==> src/rtl/instr_sequencer.sv <==
// instr_sequencer: program buffer + issue engine feeding simple_cpu's 20-bit
// instruction input. The host loads words over a valid/ready handshake. On
// start, each word is issued in its own slot of 1+ISSUE_GAP cycles. A word
// whose opcode is HALT_OP ends the run without being issued.
//
// Ports:
//   clk, rst          clock (rising edge), asynchronous active-high reset
//   load_valid/data   host program word in; load_ready is combinational
//   clear             empty the buffer (honoured in IDLE/DONE only)
//   start             begin a run (from IDLE/DONE); in loop builds, also stops a run
//   instruction       registered word to the CPU (NOP_WORD when not issuing)
//   issue_strobe      one-cycle pulse in the first cycle of each slot
//   pc, count         slot index being issued / number of words loaded
//   busy, done        high in ISSUE/HOLD, high in DONE
//
// Build option: define INSTR_SEQ_LOOP_EN to wrap pc after the last word and run
// until start is pulsed again or a HALT word is reached.
module instr_sequencer #(
  parameter int                     INSTR_WIDTH = 20,
  parameter int                     DEPTH_BITS  = 4,
  parameter int                     ISSUE_GAP   = 3,
  parameter logic [3:0]             HALT_OP     = 4'hF,
  parameter logic [INSTR_WIDTH-1:0] NOP_WORD    = '0
) (
  input  logic                   clk,
  input  logic                   rst,
  input  logic                   load_valid,
  input  logic [INSTR_WIDTH-1:0] load_data,
  output logic                   load_ready,
  input  logic                   clear,
  input  logic                   start,
  output logic [INSTR_WIDTH-1:0] instruction,
  output logic                   issue_strobe,
  output logic [DEPTH_BITS-1:0]  pc,
  output logic [DEPTH_BITS:0]    count,
  output logic                   busy,
  output logic                   done
);

  typedef enum logic [1:0] {IDLE, ISSUE, HOLD, DONE} state_t;

  localparam logic [7:0]            GAP    = 8'(ISSUE_GAP);
  localparam logic [DEPTH_BITS:0]   CNT_1  = 1;
  localparam logic [DEPTH_BITS-1:0] PC_1   = 1;

  state_t                   state, state_n;
  logic [INSTR_WIDTH-1:0]   mem [2**DEPTH_BITS];
  logic [INSTR_WIDTH-1:0]   instr_n, entry_word;
  logic [DEPTH_BITS-1:0]    pc_n, entry_idx;
  logic [DEPTH_BITS:0]      count_n;
  logic [7:0]               gap, gap_n;
  logic                     strobe_n, load_fire, last, in_run, do_entry, end_slot, go_done;
`ifdef INSTR_SEQ_LOOP_EN
  logic                     stop, stop_n;
`endif

  // Full when the extra count bit is set (count == 2**DEPTH_BITS).
  assign load_ready = (state == IDLE) && !count[DEPTH_BITS];
  assign load_fire  = load_valid && load_ready;
  assign in_run     = (state == ISSUE) || (state == HOLD);
  assign last       = ({1'b0, pc} == (count - CNT_1));

  // Next slot index: successor while running, otherwise 0 (fresh run or wrap).
  assign entry_idx  = (in_run && !last) ? pc + PC_1 : '0;
  // Bypass covers a start arriving in the same cycle as the first load.
  assign entry_word = (load_fire && count[DEPTH_BITS-1:0] == entry_idx) ? load_data : mem[entry_idx];

  always_ff @(posedge clk)
    if (load_fire) mem[count[DEPTH_BITS-1:0]] <= load_data;

  always_comb begin
    state_n  = state;
    pc_n     = pc;
    count_n  = count;
    instr_n  = instruction;
    strobe_n = 1'b0;
    gap_n    = gap;
    do_entry = 1'b0;
    end_slot = 1'b0;
    go_done  = 1'b0;
`ifdef INSTR_SEQ_LOOP_EN
    stop_n   = stop;
`endif
    if (load_fire) count_n = count + CNT_1;

    case (state)
      IDLE:  if (clear) count_n = '0;
             else if (start && count_n != '0) do_entry = 1'b1;
      ISSUE: if (GAP == 8'd0) end_slot = 1'b1;
             else begin state_n = HOLD; gap_n = GAP; end
      HOLD:  if (gap == 8'd1) end_slot = 1'b1;
             else gap_n = gap - 8'd1;
      DONE:  if (clear) begin state_n = IDLE; count_n = '0; end
             else if (start) do_entry = 1'b1;
      default: state_n = IDLE;
    endcase

`ifdef INSTR_SEQ_LOOP_EN
    if (in_run && start) stop_n = 1'b1;
    // A start in the slot's final cycle also counts toward stopping.
    if (end_slot) begin
      if (stop || start) go_done = 1'b1;
      else               do_entry = 1'b1;
    end
`else
    if (end_slot) begin
      if (last) go_done = 1'b1;
      else      do_entry = 1'b1;
    end
`endif

    if (do_entry) begin
      pc_n = entry_idx;
      if (entry_word[INSTR_WIDTH-1 -: 4] == HALT_OP) go_done = 1'b1;
      else begin
        state_n  = ISSUE;
        instr_n  = entry_word;
        strobe_n = 1'b1;
      end
    end

    if (go_done) begin
      state_n = DONE;
      instr_n = NOP_WORD;
`ifdef INSTR_SEQ_LOOP_EN
      stop_n  = 1'b0;
`endif
    end
  end

  always_ff @(posedge clk or posedge rst) begin
    if (rst) begin
      state        <= IDLE;
      pc           <= '0;
      count        <= '0;
      instruction  <= NOP_WORD;
      issue_strobe <= 1'b0;
      busy         <= 1'b0;
      done         <= 1'b0;
      gap          <= '0;
`ifdef INSTR_SEQ_LOOP_EN
      stop         <= 1'b0;
`endif
    end else begin
      state        <= state_n;
      pc           <= pc_n;
      count        <= count_n;
      instruction  <= instr_n;
      issue_strobe <= strobe_n;
      busy         <= (state_n == ISSUE) || (state_n == HOLD);
      done         <= (state_n == DONE);
      gap          <= gap_n;
`ifdef INSTR_SEQ_LOOP_EN
      stop         <= stop_n;
`endif
    end
  end

endmodule

==> config.mk <==
export PLATFORM = sky130hd
export DESIGN_NAME = instr_sequencer
export DESIGN_NICKNAME = d
export VERILOG_FILES = /design/src/rtl/instr_sequencer.sv
export SDC_FILE = /design/constraint.sdc
export NUM_CORES = 1
export LEC_CHECK = 0
export ABC_AREA = 1
export ABC_CLOCK_PERIOD_IN_PS = 6000
export CAP_MARGIN = 20
export CELL_PAD_IN_SITES_DETAIL_PLACEMENT = 0
export CELL_PAD_IN_SITES_GLOBAL_PLACEMENT = 1
export CORE_MARGIN = 3
export CORE_UTILIZATION = 53
export CTS_CLUSTER_DIAMETER = 40
export DETAILED_ROUTE_END_ITERATION = 8
export PLACE_DENSITY_LB_ADDON = 0.1
export SYNTH_ARGS = -nofsm -noshare
export SYNTH_HDL_FRONTEND = slang
export SYNTH_SLANG_ARGS = --single-unit
==> constraint.sdc <==
create_clock -name clk -period 6 [get_ports clk]
set_clock_uncertainty 0.15 [all_clocks]
set_input_delay 0.9 -clock clk [delete_from_list [all_inputs] [get_ports clk]]
set_output_delay 0.9 -clock clk [all_outputs]
set_load 0.02 [all_outputs]
; ---- Word level (Yosys, flattened, before mapping)
; Memory sizes are Yosys's and may differ from the RTL's.
; Index checks and enable logic that the tools add are counted.
[totals]
inputBits = 25
mem_bits_rw = 320
n_memories = 1
elab_cells = 73
regBits = 42
[memory_table]
columns = memory, words, width, rd, rd_clocked_by_memory_dff, wr, line_no
row1 = mem, 16, 20, 1, 0, 1, 47  ; logic [INSTR_WIDTH-1:0] mem [2**DEPTH_BITS];
[op_classes]
muxes = 32
n_reduce_logical = 16
n_addsub = 4
n_eq_ne = 12
[op_table]
columns = operator, n
row1 = 20-bit two-way mux, 4
row2 = 1-bit two-way mux, 16
row3 = 8-bit one-hot mux with 2 select lines, 1
row4 = 5-bit two-way mux, 3
row5 = "2-bit == test, second input constant", 4
row6 = "8-bit by 1-bit == test with 1-bit output, second input constant", 1
row7 = 2-bit two-way mux, 4
row8 = 8-bit two-way mux, 1
row9 = "8-bit by 1-bit subtractor with 8-bit output, second input constant", 1
row10 = "5-bit by 1-bit adder with 5-bit output, second input constant", 1
row11 = 4-bit by 5-bit == test with 1-bit output, 1
row12 = 1-bit logical AND, 5
row13 = 5-bit nonzero test, 1
row14 = "5-bit by 1-bit subtractor with 5-bit output, second input constant", 1
row15 = "4-bit by 1-bit adder with 4-bit output, second input constant", 1
row16 = "2-bit by 1-bit == test with 1-bit output, second input constant", 2
row17 = 4-bit == test, 1
row18 = "4-bit == test, second input constant", 1
row19 = 4-bit two-way mux, 1
row20 = "2-bit inequality test, second input constant", 2
row21 = 2-bit one-hot mux with 2 select lines, 1
row22 = 2-bit AND reduction, 2
row23 = 2-bit nonzero test, 2
row24 = 1-bit logical NOT, 2
row25 = other kinds (4), 5

; ---- Logic depth before layout (Yosys ltp)
[logic_depth]
depth_word = 15
depth_mapped = 24
mapped_depth_nobuf = 23

; ---- Worst setup path before layout
; OpenSTA, ideal clock, no wires.
[synth_path]
path_kind = register -> register
startpoint = register state[0]
endpoint = register busy
setup_ns = 0.126
path_stages_with_launch = 18
setup_slack_ns = 1.661
required_time_ns = 5.724
synth_period_minus_slack_ns = 4.339
arrival_ns = 4.063
cell_sequence = dfrtp_1 > inv_1 > ha_1 > inv_1 > nor2_1 > nand2_1 > nor3_1 > nor2_1 > nand3_1 > o21ai_0 > nand2_1 > nand3_1 > nand2_1 > clkbuf_1 > nand2_1 > nand2_1 > nand2_1 > ha_1
[synth_via]
elab_chain_cells = 15
[synth_rtl]
columns = element, line_no
row1 = from (decl), 46  ; state_t state, state_n;
row2 = from (signal assigned), 145  ; state <= state_n;
row3 = 2-bit logical NOT (*), 58  ; assign load_ready = (state == IDLE) && !count[DEPTH_BITS];
row4 = 1-bit logical AND (*), 58
row5 = via load_ready, 29  ; output logic load_ready,
row6 = 1-bit logical AND (*), 59  ; assign load_fire = load_valid && load_ready;
row7 = 5-bit two-way mux, 84  ; if (load_fire) count_n = count + CNT_1;
row8 = 5-bit nonzero test, 88  ; else if (start && count_n != '0) do_entry = 1'b1;
row9 = 1-bit logical AND, 88
row10 = 1-bit two-way mux, 88
row11 = 1-bit two-way mux, 87  ; IDLE: if (clear) count_n = '0;
row12 = 1-bit one-hot mux with 2 select lines, 86  ; case (state)
row13 = 1-bit two-way mux, 107  ; if (last) go_done = 1'b1;
row14 = 1-bit two-way mux, 106  ; if (end_slot) begin
row15 = 2-bit two-way mux / 1-bit two-way mux (equally long branches), 112  ; if (do_entry) begin
row16 = 2-bit two-way mux (*), 122  ; if (go_done) begin
row17 = 2-bit by 1-bit == test with 1-bit output / 2-bit == test (equally long branches), 150  ; busy <= (state_n == ISSUE) || (state_n == HOLD);
row18 = 1-bit logical OR (*), 150
row19 = to (signal assigned), 150
row20 = to (decl), 36  ; output logic busy,
; The timed path passes the listed nets; every way through them passes the cells marked *.
; A chain may end at the register's enable or synchronous reset.

; ---- Worst setup path in the final report
[layout_path]
startpoint = register count[0]
endpoint = register busy
[layout_via]
elab_chain_cells = 14
[layout_rtl]
columns = element, line_no
row1 = from (decl), 35  ; output logic [DEPTH_BITS:0] count,
row2 = from (signal assigned), 147  ; count <= count_n;
row3 = "parallel branches: the longest is 11 deep, another holds memory read 16 x 20 bit", n/a
row4 = 2-bit two-way mux (*), 122
row5 = 2-bit by 1-bit == test with 1-bit output / 2-bit == test (equally long branches), 150
row6 = 1-bit logical OR (*), 150
; Every way passes the cells marked *.

==> qor.yml <==
worst_setup_path:
  r2r_end: "busy$_DFF_PP0_"
  path_max_fanout: 100
  endpoint_kind: "register"
  critical_path_class: "reg -> reg"
  r2r_cells: 23
  required_ps: 6260
  worst_ep_arrival_time_ps: 5510
  reg2reg_from: "count[0]$_DFF_PP0_"
  cp-start-kind: "register"
  reg2reg_slack_ps: 750
sta:
  min_period_ps: 5250
  setup-tns-final_ps: 0
  worst_pin_slew_ps: 1140
  setup_violations: 0
  hold_viol_final: 0
  final_max_slew_viol_count: 0
  slew_headroom_pct: 24.0
  fmax_ghz: 0.191
  rsz0062_at_grt: "false"
  hold_slack_ps: 330
  min_period_over_period_pct: 87.4
job:
  maxCapViolCount: 0
finish:
  area_delta_synth_final_pct: 15.7
  drive_above_1_share_pct: 8.99
  fillers: 2262
  layout.cells.non_filler: 1880
  final_area_mm2: 0.0179
  seq_area_mm2: 0.0107
  multi_input_area_mm2: 0.00423
  final_util_pct: 63.3
  nets: 1504
floorplanning:
  dieArea_mm2: 0.0313
  die_w_um: 177
  placementRows: 61
  top_level_ports: 58
  core-area_mm2: 0.0282
  die_h_um: 177
  start_util_pct: 54.8
yosys:
  synth_edf_count: 320
  ys.flop_type: "edfxtp_1"
  synthTopCellsByArea: "edfxtp_1 62%, nand2_1 11%, nand3_1 9.7%"
  async_flop_share_pct: 11.6
  synth.top_cell.area_share_pct: 62.1
  syn_area_mm2: 0.0155
  yosysMostFrequentCell: "nand2_1"
  ys_seq_area_share_pct: 68.9
  yosys_warnings: 0
  syn_nets: 1454
  synth_common_cells: "444 x nand2_1, 320 x edfxtp_1, 299 x nand3_1"
  synth_cell_types: 34
  ys_ff_latch: 362
  synth.avg_cell_area_um2: 10.9
  synthCells: 1417
  yosysTopAreaCell: "edfxtp_1"
placed_design:
  postPlaceCellArea_mm2: 0.0164
  place_hpwl_um: 20900
  place_congestion: 0.843
  placed_cells: 1798
  port-buffer-count: 57
cts:
  ctsResizeCount: 0
  max-clock-path-buffers: 3
  cts_setup_buffers: 0
  htree_levels: 2
  hold_buffers: 0
  cts.clk_slew.worst_paths_ps: 60
  clkLatencyLatePin_ps: 540
  cts_buffers: 45
  cts_tree: "yes"
  clockRootBuffer: "clkbuf_16"
  clock-sinks: 362
hold_path:
  hold_path_startpoint: "instruction[12]$_DFFE_PP0P_"
  holdPathEnd: "instruction[12]$_DFFE_PP0P_"
  hold_class: "reg -> reg"
  whs_path_depth: 2
pwr:
  peakVddDrop_uv: 387
  leakage_nw: 6.98
  powerDensity_mw_per_mm2: 542
detailed_routing:
  wl_um: 39900
  vias: 10800
  drtAntennaViolNets: 0
  avgViaCountPerCell: 5.74
  wl_per_cell_um: 21.2
  drc: 0
  drt_iter0_markers: 1075
  dr.pass1.iters: 5
global_routing:
  antenna_found_initial: 1
  grt_pass1_wl_um: 61500
  overflow: 0
  grt_max_degree: 101
  grtUsageTotal_pct: 26.1
  grt_pass1_vias: 10200
outcome:
  status: "complete, no violations"
-- worst max path at each step --
stage / start / endpoint / slack [ps] / depth (start not counted)
floorplan: state[0]$_DFF_PP0_ / busy$_DFF_PP0_ / 1660 / 17
global placement: count[0]$_DFF_PP0_ / busy$_DFF_PP0_ / 930 / 24
detailed placement: count[0]$_DFF_PP0_ / busy$_DFF_PP0_ / 810 / 23
CTS: count[0]$_DFF_PP0_ / busy$_DFF_PP0_ / 810 / 23
global route: count[0]$_DFF_PP0_ / busy$_DFF_PP0_ / 310 / 24
finish: count[0]$_DFF_PP0_ / busy$_DFF_PP0_ / 750 / 23
-- cell usage in the layout (no fill, tap or decap), types with 3 or more instances in the layout --
cell type / count
a21oi_1: 8
nor2_1: 48
clkdlybuf4s50_1: 57
o21ai_0: 11
inv_6: 4
xor2_1: 5
nor3_2: 4
clkbuf_1: 3
clkinv_1: 7
buf_4: 29
nand2_1: 444
clkinvlp_4: 8
nand4_1: 42
inv_1: 50
dfrtp_1: 42
ha_1: 12
nor2_2: 14
edfxtp_1: 320
clkbuf_16: 46
clkinv_4: 3
nand3_1: 299
bufinv_16: 5
clkinv_2: 5
nor3_1: 4
inv_2: 6
-- state kept, by name, indices dropped and copies added (netlist names) --
signal and count:
mem 320, instruction 20, gap 8, count 5, pc 4, state 2, busy 1, done 1
issue_strobe 1
-- through the flow --
stage          total power, W  setup slack, ps
3_5_place_dp          0.00709              810
3_3_place_gp          0.00705              930
6_report              0.00970              754
2_1_floorplan         0.00584             1660
5_1_grt                0.0103              305
4_1_cts               0.00976              807
-- metal layers --
| metal | part of all wire [%] | global-route usage, % | up-vias |
|---|---|---|---|
| met5 | 0 | 0 | - |
| met4 | 3.4 | 9.00 | 0 |
| met3 | 7.0 | 3.97 | 101 |
| met2 | 47 | 42.4 | 423 |
| met1 | 42 | 36.4 | 5238 |
| li1 | - | - | 5033 |
-- cell type report --
type                    instances  share of cell area (%)
clock buffers                  49                    6.50
repair buffers                 87                    4.49
well taps                     378                    2.64
flip-flops and latches        362                    59.6
clock inverters                32                    1.87
diodes                          1                  0.0140
multi-input cells             914                    23.7
inverters                      57                    1.20
-- cells by family after synthesis --
logic type      synth area share, %
simple gates                   24.7
flops                          68.9
buf+inv                        4.09
compound gates                0.987
fa+ha+maj                     0.971
xor+xnor                      0.283
-- power by group --
group          switching (W)  internal [W]
clock network        0.00104       0.00163
registers           0.000122       0.00296
logic                0.00278       0.00116
-- worst max-delay path, cell delays in order, from the launching register on --
cell and delay, ps:
dfrtp_1 460, inv_1 180, ha_1 350, nand2_1 70
inv_1 40, nor2_1 70, nand3_1 90, nor2_2 150
nand2_4 230, nand3_4 110, buf_4 550, buf_4 910
nand2_1 120, nand3_1 130, nand3_1 100, nand3_1 130
nand3_1 90, nand2_1 100, nor2_1 50, nand2_2 310
nand2_1 120, nand2_1 120, nand2_1 60, ha_1 270
No activity file was read; power rests on OpenSTA's default activity.
